**src/rtl/sparc_ifu_thrfsm_pkg.sv**
```systemverilog
// Shared definitions for the multi-thread IFU thread FSM array: state
// encodings, per-thread event bundle and the legal-state check.
package sparc_ifu_thrfsm_pkg;

  localparam int unsigned THRFSM_W = 5;

  typedef enum logic [THRFSM_W-1:0] {
    THRFSM_IDLE     = 5'b00000,
    THRFSM_WAIT     = 5'b00001,
    THRFSM_HALT     = 5'b00010,
    THRFSM_RUN      = 5'b00101,
    THRFSM_SPEC_RUN = 5'b00111,
    THRFSM_SPEC_RDY = 5'b10011,
    THRFSM_RDY      = 5'b11001
  } thrfsm_state_e;

  // Per-thread event bundle driven by swl/fcl
  typedef struct packed {
    logic completion;
    logic schedule;
    logic spec_ld;
    logic ldhit;
    logic stall;
    logic int_activate;
    logic halt;
    logic start;
    logic nuke;
    logic thaw;
    logic rst;
  } thrfsm_evt_t;

  function automatic logic thrfsm_legal(input logic [THRFSM_W-1:0] s);
    case (s)
      THRFSM_IDLE, THRFSM_WAIT, THRFSM_HALT, THRFSM_RUN,
      THRFSM_SPEC_RUN, THRFSM_SPEC_RDY, THRFSM_RDY: return 1'b1;
      default: return 1'b0;
    endcase
  endfunction

endpackage

```
**src/rtl/sparc_ifu_thrfsm_cell.sv**
```systemverilog
// One thread's state machine: next-state logic, state register, debug load,
// illegal-state decode and the WAIT watchdog (enabled by THRFSM_WDOG_EN).
module sparc_ifu_thrfsm_cell
  import sparc_ifu_thrfsm_pkg::*;
#(
  parameter int unsigned WDOG_W = 10
) (
  input  logic                clk,
  input  logic                arst_l,
  input  thrfsm_evt_t         evt,
  input  logic                switch_out,
  input  logic                sw_cond,
  input  logic                dbg_ld,
  input  logic [THRFSM_W-1:0] dbg_data,
  input  logic [WDOG_W-1:0]   wdog_limit,
  output logic [THRFSM_W-1:0] state,
  output logic [THRFSM_W-1:0] nstate,
  output logic                ill,
  output logic                wdog_exp
);

  logic [THRFSM_W-1:0] state_q, state_d;

  // switch_out/sw_cond are only consulted in the running states
  always_comb begin
    state_d = state_q;
    case (state_q)
      THRFSM_IDLE: begin
        if (evt.rst | evt.thaw)  state_d = THRFSM_WAIT;
        else if (evt.start)      state_d = THRFSM_RDY;
      end
      THRFSM_HALT: begin
        if (evt.nuke)                        state_d = THRFSM_IDLE;
        else if (evt.rst | evt.thaw)         state_d = THRFSM_WAIT;
        else if (evt.int_activate | evt.start) state_d = THRFSM_RDY;
      end
      THRFSM_RDY: begin
        if (evt.stall)         state_d = THRFSM_WAIT;
        else if (evt.schedule) state_d = THRFSM_RUN;
      end
      THRFSM_RUN: begin
        if (evt.stall | sw_cond) state_d = THRFSM_WAIT;
        else if (switch_out)     state_d = THRFSM_RDY;
      end
      THRFSM_WAIT: begin
        if (evt.nuke)            state_d = THRFSM_IDLE;
        else if (evt.halt)       state_d = THRFSM_HALT;
        else if (evt.stall)      state_d = THRFSM_WAIT;
        else if (evt.spec_ld)    state_d = THRFSM_SPEC_RDY;
        else if (evt.completion) state_d = THRFSM_RDY;
      end
      THRFSM_SPEC_RDY: begin
        if (evt.stall)                        state_d = THRFSM_WAIT;
        else if (evt.schedule & ~evt.ldhit)   state_d = THRFSM_SPEC_RUN;
        else if (evt.schedule &  evt.ldhit)   state_d = THRFSM_RUN;
        else if (evt.ldhit)                   state_d = THRFSM_RDY;
      end
      THRFSM_SPEC_RUN: begin
        if (evt.stall | sw_cond)          state_d = THRFSM_WAIT;
        else if (evt.ldhit & switch_out)  state_d = THRFSM_RDY;
        else if (evt.ldhit)               state_d = THRFSM_RUN;
        else if (switch_out)              state_d = THRFSM_SPEC_RDY;
      end
      default: begin
        if (evt.rst)       state_d = THRFSM_WAIT;
        else if (evt.nuke) state_d = THRFSM_IDLE;
      end
    endcase
    if (dbg_ld) state_d = dbg_data;
  end

  always_ff @(posedge clk or negedge arst_l) begin
    if (!arst_l) state_q <= THRFSM_IDLE;
    else         state_q <= state_d;
  end

  assign state  = state_q;
  assign nstate = state_d;
  assign ill    = ~thrfsm_legal(state_q);

`ifdef THRFSM_WDOG_EN
  logic [WDOG_W-1:0] wcnt_q, wcnt_d;
  logic              wexp_q, wexp_d;
  logic              wait_stay;

  assign wait_stay = (state_q == THRFSM_WAIT) && (state_d == THRFSM_WAIT);

  // Count cycles spent continuously in WAIT; flag is sticky until WAIT is left
  always_comb begin
    wcnt_d = '0;
    wexp_d = 1'b0;
    if (wait_stay) begin
      wexp_d = wexp_q | ((wdog_limit != '0) && (wcnt_q == wdog_limit));
      wcnt_d = (&wcnt_q) ? wcnt_q : wcnt_q + WDOG_W'(1);
    end
  end

  always_ff @(posedge clk or negedge arst_l) begin
    if (!arst_l) begin
      wcnt_q <= '0;
      wexp_q <= 1'b0;
    end else begin
      wcnt_q <= wcnt_d;
      wexp_q <= wexp_d;
    end
  end

  assign wdog_exp = wexp_q;
`else
  logic wdog_unused;
  assign wdog_unused = ^wdog_limit;
  assign wdog_exp    = 1'b0;
`endif

endmodule

```
**src/rtl/sparc_ifu_thrfsm_array.sv**
```systemverilog
// NUM_THR-wide IFU thread FSM array with debug overwrite, rdy/run summaries
// and multiple-runner detection. Optional WAIT watchdog: THRFSM_WDOG_EN.
module sparc_ifu_thrfsm_array
  import sparc_ifu_thrfsm_pkg::*;
#(
  parameter int unsigned NUM_THR = 4,
  parameter int unsigned TID_W   = 2,
  parameter int unsigned WDOG_W  = 10
) (
  input  logic                      clk,
  input  logic                      arst_l,
  input  logic [NUM_THR-1:0]        completion,
  input  logic [NUM_THR-1:0]        schedule,
  input  logic [NUM_THR-1:0]        spec_ld,
  input  logic [NUM_THR-1:0]        ldhit,
  input  logic [NUM_THR-1:0]        stall,
  input  logic [NUM_THR-1:0]        int_activate,
  input  logic [NUM_THR-1:0]        halt_thread,
  input  logic [NUM_THR-1:0]        start_thread,
  input  logic [NUM_THR-1:0]        nuke_thread,
  input  logic [NUM_THR-1:0]        thaw_thread,
  input  logic [NUM_THR-1:0]        rst_thread,
  input  logic                      switch_out,
  input  logic                      sw_cond,
  input  logic                      dbg_wr_en,
  input  logic [TID_W-1:0]          dbg_wr_thr,
  input  logic [4:0]                dbg_wr_data,
  input  logic [WDOG_W-1:0]         wdog_limit,
  output logic [5*NUM_THR-1:0]      thr_state,
  output logic [5*NUM_THR-1:0]      thr_nstate,
  output logic [NUM_THR-1:0]        thr_rdy,
  output logic [NUM_THR-1:0]        thr_run,
  output logic                      run_err,
  output logic [NUM_THR-1:0]        ill_state,
  output logic [NUM_THR-1:0]        wdog_exp
);

  for (genvar i = 0; i < NUM_THR; i++) begin : g_thr
    thrfsm_evt_t         evt;
    logic                dbg_ld;
    logic [THRFSM_W-1:0] st;

    assign evt = '{completion:   completion[i],
                   schedule:     schedule[i],
                   spec_ld:      spec_ld[i],
                   ldhit:        ldhit[i],
                   stall:        stall[i],
                   int_activate: int_activate[i],
                   halt:         halt_thread[i],
                   start:        start_thread[i],
                   nuke:         nuke_thread[i],
                   thaw:         thaw_thread[i],
                   rst:          rst_thread[i]};

    // Out-of-range thread indices never match, so such writes are dropped
    assign dbg_ld = dbg_wr_en && (dbg_wr_thr == TID_W'(i));

    sparc_ifu_thrfsm_cell #(.WDOG_W(WDOG_W)) u_cell (
      .clk        (clk),
      .arst_l     (arst_l),
      .evt        (evt),
      .switch_out (switch_out),
      .sw_cond    (sw_cond),
      .dbg_ld     (dbg_ld),
      .dbg_data   (dbg_wr_data),
      .wdog_limit (wdog_limit),
      .state      (st),
      .nstate     (thr_nstate[5*i +: 5]),
      .ill        (ill_state[i]),
      .wdog_exp   (wdog_exp[i])
    );

    assign thr_state[5*i +: 5] = st;
    assign thr_rdy[i] = (st == THRFSM_RDY) || (st == THRFSM_SPEC_RDY);
    assign thr_run[i] = (st == THRFSM_RUN) || (st == THRFSM_SPEC_RUN);
  end

  // More than one bit set <=> clearing the lowest set bit leaves something
  assign run_err = |(thr_run & (thr_run - NUM_THR'(1)));

endmodule

```
**config.mk**
```make
export PLATFORM = sky130hd
export DESIGN_NAME = sparc_ifu_thrfsm_array
export DESIGN_NICKNAME = d
export VERILOG_FILES = /design/src/rtl/sparc_ifu_thrfsm_pkg.sv /design/src/rtl/sparc_ifu_thrfsm_cell.sv /design/src/rtl/sparc_ifu_thrfsm_array.sv
export SDC_FILE = /design/constraint.sdc
export NUM_CORES = 1
export LEC_CHECK = 0
export BUFFER_PORTS_ARGS = -buffer_cell sky130_fd_sc_hd__buf_2
export CAP_MARGIN = 15
export CORE_UTILIZATION = 42
export DETAILED_ROUTE_END_ITERATION = 6
export PLACE_DENSITY = 0.88
export SYNTH_ARGS = -nofsm -noshare
export SYNTH_HDL_FRONTEND = slang
export SYNTH_SLANG_ARGS = --single-unit
```
**constraint.sdc**
```tcl
create_clock -name clk -period 2.75 [get_ports clk]
set_clock_uncertainty 0.2 [all_clocks]
set_input_delay 0.6875 -clock clk [delete_from_list [all_inputs] [get_ports clk]]
set_output_delay 0.6875 -clock clk [all_outputs]
set_load 0.02 [all_outputs]
```
# Word-level counts from Yosys, hierarchy flattened

Index checks and enable logic that the tools add are counted.

Register bits after elaboration: 20
Latch bits: 0
Bits in writable memories: 0
ROM bits: 0
Output and inout bits: 57
Logic and storage cells: 195
Memories kept: 0

$add $sub $neg: 1
Multipliers: 0
Div/mod/pow operators: 0
Magnitude comparators: 0
Eq/ne operators: 27
Shifts and indexed selects: 0
Mux-type cells: 108
Bitwise gates (word level): 33
Reductions and logical operators: 22

Operators by type and width:

| operator                                                               | number |
|---|---|
| 5-bit two-way mux                                                      | 100 |
| 5-bit one-hot mux with 7 select lines                                  | 4 |
| 5-bit by 3-bit equality test with 1-bit output (second input constant) | 8 |
| 5-bit equality test (second input constant)                            | 8 |
| 7-bit OR reduction                                                     | 4 |
| 5-bit by 1-bit equality test with 1-bit output (second input constant) | 4 |
| 5-bit by 2-bit equality test with 1-bit output (second input constant) | 4 |
| 5-bit logical NOT                                                      | 4 |
| 1-bit AND                                                              | 12 |
| 1-bit OR                                                               | 12 |
| 1-bit logical OR                                                       | 8 |
| 1-bit NOT                                                              | 8 |
| 4-bit AND                                                              | 1 |
| 2-bit equality test (second input constant)                            | 2 |
| 1-bit logical AND                                                      | 4 |
| 1-bit two-way mux                                                      | 4 |
| 4-bit OR reduction                                                     | 1 |
| 4-bit by 1-bit subtractor with 4-bit output (second input constant)    | 1 |
| 2-bit by 1-bit equality test with 1-bit output (second input constant) | 1 |
| 2-bit logical NOT                                                      | 1 |

# Longest topological paths before layout

Gate-level depths: netlist (run 1).

Depth in word-level cells: 7
Depth in mapped cells: 7

# Hierarchy

From an unflattened synthesis (run 1), not the netlist that was laid out.

Cells, all modules: 368
Area total of the unflattened synthesis: 2,717.6 um2

Modules (own cells, without submodules):

| module                 | times used | cells an instance | area each (um2) | sequential area each (um2) |
|---|---|---|---|---|
| sparc_ifu_thrfsm_cell  | 4          | 86                | 634.4           | 125.1 |
| sparc_ifu_thrfsm_array | 1          | 24                | 180.2           | 0.0 |

# Worst setup path before layout (run 1)

Ideal clock, no wire load.

Path type: reg2out
Start point: reg g_thr[0].u_cell.state_q[4]
End point: out thr_nstate[2]
Arrival: 2.167 ns
Slack: -0.305 ns
Cell stages (with the launch flop): 6
Path buffers: 1
Path through: dfrtp_1 -> clkbuf_1 -> nand2_1 -> nor3_1 -> a32oi_1 -> o21ai_0

Cells in the longest elaborated chain, start to end: 3
Elaborated cells between the ends (all ways): 9
Those cells by class: 6 x eq/ne; 2 x mux; 1 x reduce/logical

Ends and longest elaborated chain:

| element                                                                      | line                         | text |
|---|---|---|
| start, declared                                                              | sparc_ifu_thrfsm_cell.sv:22  | `logic [THRFSM_W-1:0] state_q, state_d;` |
| start signal, assigned                                                       | sparc_ifu_thrfsm_cell.sv:74  | `else state_q <= state_d;` |
| 5-bit by 3-bit equality test with 1-bit output, or another cell as far along | sparc_ifu_thrfsm_cell.sv:27  | `case (state_q)` |
| 5-bit one-hot mux with 7 select lines *                                      | sparc_ifu_thrfsm_cell.sv:27  |  |
| 5-bit two-way mux *                                                          | sparc_ifu_thrfsm_cell.sv:69  | `if (dbg_ld) state_d = dbg_data;` |
| end, declared                                                                | sparc_ifu_thrfsm_array.sv:30 | `output logic [5*NUM_THR-1:0] thr_nstate,` |

Every way passes the cells marked *; elsewhere a longest branch is shown, timed or not.

# Final worst setup path (run 1)

Start point: reg g_thr[1].u_cell.state_q[4]
End point: out thr_nstate[9]

Cells in the longest elaborated chain, start to end: 7
Elaborated cells between the ends (all ways): 33
Those cells by class: 6 x eq/ne; 26 x mux; 1 x reduce/logical

Ends and longest elaborated chain:

| element                                 | line                        | text |
|---|---|---|
| start, declared                         | sparc_ifu_thrfsm_cell.sv:22 |  |
| start signal, assigned                  | sparc_ifu_thrfsm_cell.sv:74 |  |
| 5-bit two-way mux                       | sparc_ifu_thrfsm_cell.sv:50 | `else if (evt.completion) state_d = THRFSM_RDY;` |
| 5-bit two-way mux                       | sparc_ifu_thrfsm_cell.sv:49 | `else if (evt.spec_ld) state_d = THRFSM_SPEC_RDY;` |
| 5-bit two-way mux                       | sparc_ifu_thrfsm_cell.sv:48 | `else if (evt.stall) state_d = THRFSM_WAIT;` |
| 5-bit two-way mux                       | sparc_ifu_thrfsm_cell.sv:47 | `else if (evt.halt) state_d = THRFSM_HALT;` |
| 5-bit two-way mux                       | sparc_ifu_thrfsm_cell.sv:46 | `if (evt.nuke) state_d = THRFSM_IDLE;` |
| 5-bit one-hot mux with 7 select lines * | sparc_ifu_thrfsm_cell.sv:27 |  |
| 5-bit two-way mux *                     | sparc_ifu_thrfsm_cell.sv:69 |  |

Marks and branches as above.

==> results.py, run 1 <==
metrics = {
    "global_route": {
        "grt_pass1_vias": 3816,
        "overflow": 0,
        "grt_usage_pct": 37.9,
        "grt_pass1_wl_um": 18600,
        "grt_max_degree": 21,
        "antenna_found_initial": 2,
    },
    "die": {
        "rows": 27,
        "ioPinCount": 123,
        "die-area_um2": 6170,
        "die_h_um": 78.6,
        "die_w_um": 78.6,
        "core_area_um2": 5570,
        "initial_utilization_pct": 44.2,
    },
    "drt": {
        "num_vias": 4578,
        "drt_iter0_drc": 868,
        "antenna_left": 0,
        "finalWirelength_um": 16300,
        "vias_per_cell": 7.16,
        "avgRoutedWirePerCell_um": 25.5,
        "drtPass1Iterations": 6,
        "drc": 0,
    },
    "clock_tree": {
        "cts.clk_slew.worst_paths_ns": 0.10,
        "cts_buffer_depth": 2,
        "h-tree-depth": 1,
        "cts_hold_buf": 0,
        "numCtsBuffers": 3,
        "cts_root_buf": "clkbuf_8",
        "cts_tree": "yes",
        "cts_sinks": 20,
        "insertion_delay_ns": 0.28,
    },
    "layout": {
        "utilization_pct": 89.0,
        "fin_area_um2": 4960,
        "n_fill_cell": 250,
        "layout-drive-gt1-share_pct": 62.5,
        "area_growth_pct": 102,
        "regArea_um2": 520,
        "multiInputGateArea_um2": 2560,
        "largest_reg_flops": 20,
        "fin_nets": 633,
    },
    "yosys": {
        "synth_area_per_cell_um2": 6.86,
        "synth-seq-cells": 20,
        "synth_area_leaders": "dfrtp_1 (20%), nor2_1 (7.5%), a21oi_1 (5.5%), nor3_1 (4.7%), clkbuf_1 (3.2%)",
        "syn-cell-area_um2": 2460,
        "synth.yosys.warnings": 0,
        "synth-edff-count": 0,
        "synth_ff_type": "dfrtp_1",
        "syn_inst": 359,
        "synth.yosys.seq_area_share_pct": 20.3,
        "async_reset_ff_share_pct": 100,
        "synth_top_area_share_pct": 20.3,
        "yosysTopAreaCell": "dfrtp_1",
        "yosysUniqueCellTypes": 67,
    },
    "timing": {
        "worst_slew_pin_slew_ns": 0.587,
        "setup_violations": 21,
        "grt_setup_unrepaired": "yes",
        "setup_tns_ns": -6.20,
        "fmax_mhz": 307,
        "period_needed_ns": 3.26,
        "drv_slew": 0,
        "hold_slack_ns": 0.192,
        "finalWorstSetupSlack_ns": -0.511,
        "relSlewSlack_pct": 60.9,
        "finalHoldViolCount": 0,
        "finalCritPeriodShare_pct": 119,
    },
    "outcome": {
        "violations": "setup timing",
        "status": "complete, but fails checks",
    },
    "critical_path": {
        "crit_type": "reg -> out",
        "worstPathMaxFanout": 5,
        "cp-end-kind": "primary output",
        "arrival_ns": 2.37,
        "worst_ep_required_time_ns": 1.86,
        "start_kind": "flip-flop",
    },
    "placement": {
        "place_hpwl_um": 7280,
        "place_area_um2": 3650,
        "place.gp.congestion": 0.918,
        "portBuffers": 108,
    },
    "power": {
        "p_leak_nw": 2.14,
        "seq_power_share_pct": 13.0,
        "pwr_density_cell_nw_per_um2": 949,
        "swShare_pct": 50.9,
        "switchingPower_mw": 2.40,
        "finalPower_mw": 4.71,
        "ir_drop_v": 0.000759,
        "p_int_mw": 2.32,
        "p_comb_share_pct": 82.1,
        "pwr-share-clk_pct": 4.9,
    },
    "min_path": {
        "min_path_type": "in -> async",
    },
    "job": {
        "cap_violations": 0,
    },
}
## timing repair
item / 4_1_cts / 5_1_grt
endpoints found under the setup margin: 20 / 22
gates resized for setup: 114 / 74
pin swaps: 45 / 37
setup buffers: 30 / 19
## through the flow
| stage | setup slack [ns] | std cells |
|---|---|---|
| after floorplan | -0.126 | 362 |
| after CTS | -0.388 | 620 |
| after global routing | -0.663 | 639 |
| after global placement | -0.244 | 586 |
| after detailed placement | -0.277 | 586 |
| final | -0.511 | 639 |
## critical path, cell delays in order (launching register included)
cell and delay [ns]:
dfrtp_2 0.43, or3_4 0.43, or4b_4 0.55, nor3_4 0.22, o21ai_2 0.11, a31oi_4 0.21
buf_6 0.15
## power groups by stage
stage	Clock [mW]	Combinational, mW	Sequential [mW]
after detailed placement	0	2.33	0.535
after global routing	0.229	4.00	0.613
final	0.231	3.87	0.611
after floorplan	0	1.45	0.594
after global placement	0	2.29	0.526
after CTS	0.211	3.00	0.557
## routing by layer
metal | vias up | share of wire, % | track usage, %
li1 | 1761 | - | -
met1 | 2018 | 31 | 42.8
met2 | 556 | 44 | 68.1
met3 | 241 | 14 | 6.74
met4 | 2 | 11 | 18.0
met5 | - | 0.098 | 0
## layout make-up
type                       instances  share of cell area, %
antenna                            1                 0.0504
tap                               72                   1.81
sequential                        20                   10.5
timing repair buffer             232                   34.2
multi-input combinational        297                   51.6
inverter                          13                  0.983
clock buffer                       4                  0.907
## cell usage after synthesis (4+ instances only)
cell type / n
nand4_1: 4
nor2b_1: 10
o211ai_1: 4
clkbuf_1: 21
xnor2_1: 4
nor3b_1: 4
buf_4: 8
nand3b_1: 5
inv_1: 13
nor2_1: 49
o21ai_0: 14
or3_1: 5
dfrtp_1: 20
nor3_1: 23
a31oi_1: 10
nand3_1: 14
a211oi_1: 4
a21oi_1: 27
o32ai_1: 5
nand2b_1: 12
nand2_1: 21
nor4_1: 11
## placed cells by master, fill, tap and decap left out, types with 8 or more instances in the layout
| cell | n |
|---|---|
| buf_4 | 107 |
| buf_2 | 85 |
| nor2_1 | 44 |
| buf_6 | 38 |
| nand2_1 | 20 |
| a21oi_1 | 16 |
| nor3_1 | 16 |
| dfrtp_2 | 16 |
| inv_1 | 13 |
| nand2b_1 | 12 |
| o21ai_0 | 9 |
| a21oi_2 | 8 |
## cell families after synthesis
group,Yosys count,synth area share [%]
and+or+nand+nor,181,39.6
AOI/OAI and AO/OA,104,28.7
buffers and inverters,45,8.18
DFF,20,20.3
xor gates and xnor gates,5,1.78
muxes,2,0.864
adders and majority gates,1,0.407
other,1,0.152
## path summary, 6_finish.rpt
kind,cells after the start,slack (ns),startpoint,endpoint
worst min register to register,3,0.63,g_thr[2].u_cell.state[2],g_thr[2].u_cell.state[2]
worst max register to register,13,0.03,g_thr[3].u_cell.state[1],g_thr[3].u_cell.state[3]
max in group asynchronous,1,1.72,arst_l,g_thr[1].u_cell.state[4]
min in group clk,3,0.62,ldhit[1],g_thr[1].u_cell.state[3]
worst max-delay path,6,-0.51,g_thr[1].u_cell.state[4],thr_nstate[9]
worst min-delay path,1,0.19,arst_l,g_thr[3].u_cell.state[0]
(Power assumes the default switching activity.)
==> run 2: changes to the inputs <==
--- a/config.mk
+++ b/config.mk
@@ -5,11 +5,12 @@
 export SDC_FILE = /design/constraint.sdc
 export NUM_CORES = 1
 export LEC_CHECK = 0
+export ABC_AREA = 1
 export BUFFER_PORTS_ARGS = -buffer_cell sky130_fd_sc_hd__buf_2
 export CAP_MARGIN = 15
-export CORE_UTILIZATION = 42
+export CORE_UTILIZATION = 47
 export DETAILED_ROUTE_END_ITERATION = 6
-export PLACE_DENSITY = 0.88
+export PLACE_DENSITY = 0.9
 export SYNTH_ARGS = -nofsm -noshare
 export SYNTH_HDL_FRONTEND = slang
 export SYNTH_SLANG_ARGS = --single-unit
==> run 2 against run 1 <==
  * The run ends with DRC, setup timing left
  * Highest routed layer is now met4
  * Largest power group unchanged
  * Flip-flop and latch count unchanged
  * Design area up 0.91%
  * Clock power down 15%
  * Via count increased by 8.8%
  * Global-route usage fell by 9.0 points
  * Combinational power decreased by 9.0%
  * Sequential share of layout area about the same
  * Critical path type unchanged
  * Count of clock-buffer cells in the layout fell by 1
==> results.py, run 2 <==
metrics = {
    "outcome": {
        "status": "complete, but fails checks",
        "violations": "DRC, setup timing",
    },
    "layout": {
        "fin_nets": 888,
        "utilization_pct": 72.1,
        "area_growth_pct": 45.2,
        "final_cell_mix": "nand2_1 (191), buf_2 (92), nor2_1 (77), buf_4 (69)",
        "fin_area_um2": 5010,
        "diodes": 0,
        "layout-drive-gt1-share_pct": 41.5,
        "final_common_cell": "nand2_1",
        "largest_reg_flops": 20,
    },
    "placement": {
        "place.gp.congestion": 0.970,
        "portBuffers": 108,
        "place_area_um2": 4200,
        "place_hpwl_um": 8820,
    },
    "power": {
        "switchingPower_mw": 2.57,
        "ir_drop_v": 0.000687,
        "pwr-share-clk_pct": 4.4,
        "swShare_pct": 57.9,
        "p_comb_share_pct": 79.3,
        "p_int_mw": 1.87,
        "seq_power_share_pct": 16.3,
        "pwr_density_cell_nw_per_um2": 887,
        "p_leak_nw": 2.77,
    },
    "critical_path": {
        "r2r_slack_ns": 0.86,
        "arrival_ns": 1.89,
        "rr_startpoint": "g_thr[3].u_cell.state[0]",
        "worst_ep_required_time_ns": 1.86,
        "start_kind": "flip-flop",
        "crit_type": "reg -> out",
        "worstPathMaxFanout": 7,
        "cp-end-kind": "primary output",
        "reg2reg_to": "g_thr[3].u_cell.state[2]",
        "rr_worst_depth": 11,
    },
    "yosys": {
        "synth_ff_type": "dfrtp_1",
        "synth_area_per_cell_um2": 5.29,
        "syn_inst": 652,
        "async_reset_ff_share_pct": 100,
        "synth.yosys.seq_area_share_pct": 14.5,
        "synth-edff-count": 0,
        "syn-cell-area_um2": 3450,
        "yosysTopAreaCell": "nand2_1",
        "synth_top_area_share_pct": 23.2,
        "yosysMostFrequentCell": "nand2_1",
        "synth.yosys.warnings": 0,
        "netlist_top_cells_count": "nand2_1 (213), nor2_1 (101), inv_1 (81)",
        "synth_area_leaders": "nand2_1 (23%), dfrtp_1 (15%), nor2_1 (11%), nand3_1 (11%), inv_1 (8.8%)",
        "synth-seq-cells": 20,
        "yosysUniqueCellTypes": 36,
    },
    "drt": {
        "drc": 5,
        "avgRoutedWirePerCell_um": 14.3,
        "finalWirelength_um": 13100,
        "drt_iter0_drc": 331,
        "antenna_left": 0,
        "vias_per_cell": 5.44,
        "drtPass1Iterations": 7,
        "num_vias": 4983,
    },
    "clock_tree": {
        "cts.clk_slew.worst_paths_ns": 0.08,
        "cts_buffer_depth": 2,
        "cts_tree": "yes",
        "h-tree-depth": 1,
        "insertion_delay_ns": 0.26,
        "cts_root_buf": "clkbuf_8",
        "cts_sinks": 20,
        "numCtsBuffers": 3,
    },
    "die": {
        "core_area_um2": 6940,
        "die_w_um": 87.7,
        "rows": 30,
        "die_h_um": 87.7,
        "initial_utilization_pct": 49.7,
        "ioPinCount": 123,
        "die-area_um2": 7680,
    },
    "timing": {
        "setup_violations": 1,
        "finalCritPeriodShare_pct": 101,
        "period_needed_ns": 2.78,
        "fmax_mhz": 360,
        "finalWorstSetupSlack_ns": -0.0254,
        "drv_slew": 0,
        "finalHoldViolCount": 0,
        "hold_slack_ns": 0.171,
        "grt_setup_unrepaired": "yes",
    },
    "global_route": {
        "grt_max_degree": 21,
        "antenna_found_initial": 0,
        "grt_pass1_wl_um": 17900,
        "grt_pass1_vias": 4042,
        "overflow": 0,
        "grt_usage_pct": 28.9,
    },
    "job": {
        "cap_violations": 0,
    },
    "min_path": {
        "min_path_type": "in -> async",
    },
}
==> run 2: cell types whose count changed in the layout (fill, tap and decap cells not counted), moves of 29 or more <==
cell / previous run / this run
nand2_1: 20 / 191
nand3_1: 7 / 68
inv_1: 13 / 68
buf_4: 107 / 69
nor2_1: 44 / 77
nand2_2: 1 / 30
==> run 2: per-stage QoR <==
step                std cells  worst slack [ns]  setup TNS, ns  total power, mW
global route              916            -0.199          -1.18             4.74
finish                    916           -0.0254        -0.0254             4.44
global placement          869           -0.0414        -0.0417             3.27
floorplan                 655             0.249              0             2.59
CTS                       877          -0.00218       -0.00218             3.55
detailed placement        869            -0.118         -0.167             3.30
==> run 2: how the worst max path moves through the flow <==
stage | slack [ns] | endpoint | from
final | -0.03 | thr_nstate[4] | g_thr[0].u_cell.state[4]
after global routing | -0.20 | thr_nstate[1] | g_thr[0].u_cell.state[3]
after CTS | -0.002 | thr_nstate[3] | g_thr[0].u_cell.state[1]
after detailed placement | -0.12 | thr_nstate[9] | sw_cond
after global placement | -0.04 | thr_nstate[9] | sw_cond
after floorplan | 0.25 | thr_nstate[19] | g_thr[3].u_cell.state[3]
==> run 2: worst max-delay path: stages, from the launching register on <==
cell     delay [ns]
dfrtp_2        0.53
inv_4          0.08
nand2_2        0.10
nor2_4         0.05
buf_4          0.14
nand3_1        0.10
nand3_2        0.07
nor2_1         0.16
nand3_1        0.09
nand2_1        0.10
inv_2          0.05
buf_4          0.15
==> run 2: layout make-up <==
class | instances | area [um^2]
multi-input combinational | 520 | 2760
fill | 561 | 1940
clock buffer | 3 | 41.3
timing repair buffer | 178 | 1170
tap | 96 | 120
sequential | 20 | 524
inverter | 99 | 390
==> run 2: power by group through the flow <==
stage | Sequential, mW | Clock [mW] | Combinational (mW)
2_1_floorplan | 0.681 | 0 | 1.91
4_1_cts | 0.701 | 0.194 | 2.65
5_1_grt | 0.730 | 0.208 | 3.80
3_3_place_gp | 0.694 | 0 | 2.57
6_report | 0.722 | 0.196 | 3.52
3_5_place_dp | 0.697 | 0 | 2.60
==> run 2: timing repair <==
item / 4_1_cts / 5_1_grt
setup buffers: 5 / 39
setup endpoints to repair: 16 / 20
resized for setup: 14 / 144
hold buffers: 0 / 0
pin swaps: 2 / 29
==> run 2: metal layers <==
| metal | vias up | wire length, um | GRT usage (%) |
|---|---|---|---|
| met4 | 0 | 439 | 8.94 |
| met3 | 58 | 1430 | 3.86 |
| met1 | 2194 | 4820 | 37.2 |
| met5 | - | 0 | 0 |
| met2 | 350 | 6410 | 50.2 |
| li1 | 2381 | - | - |
==> run 2: cell families after synthesis <==
| group | share of synthesized area [%] |
|---|---|
| flip-flops | 14.5 |
| AND/OR/NAND/NOR | 61.3 |
| buffers and inverters | 14.2 |
| other | 0.109 |
| XOR/XNOR | 0.254 |
| AO/OA/AOI/OAI | 9.62 |
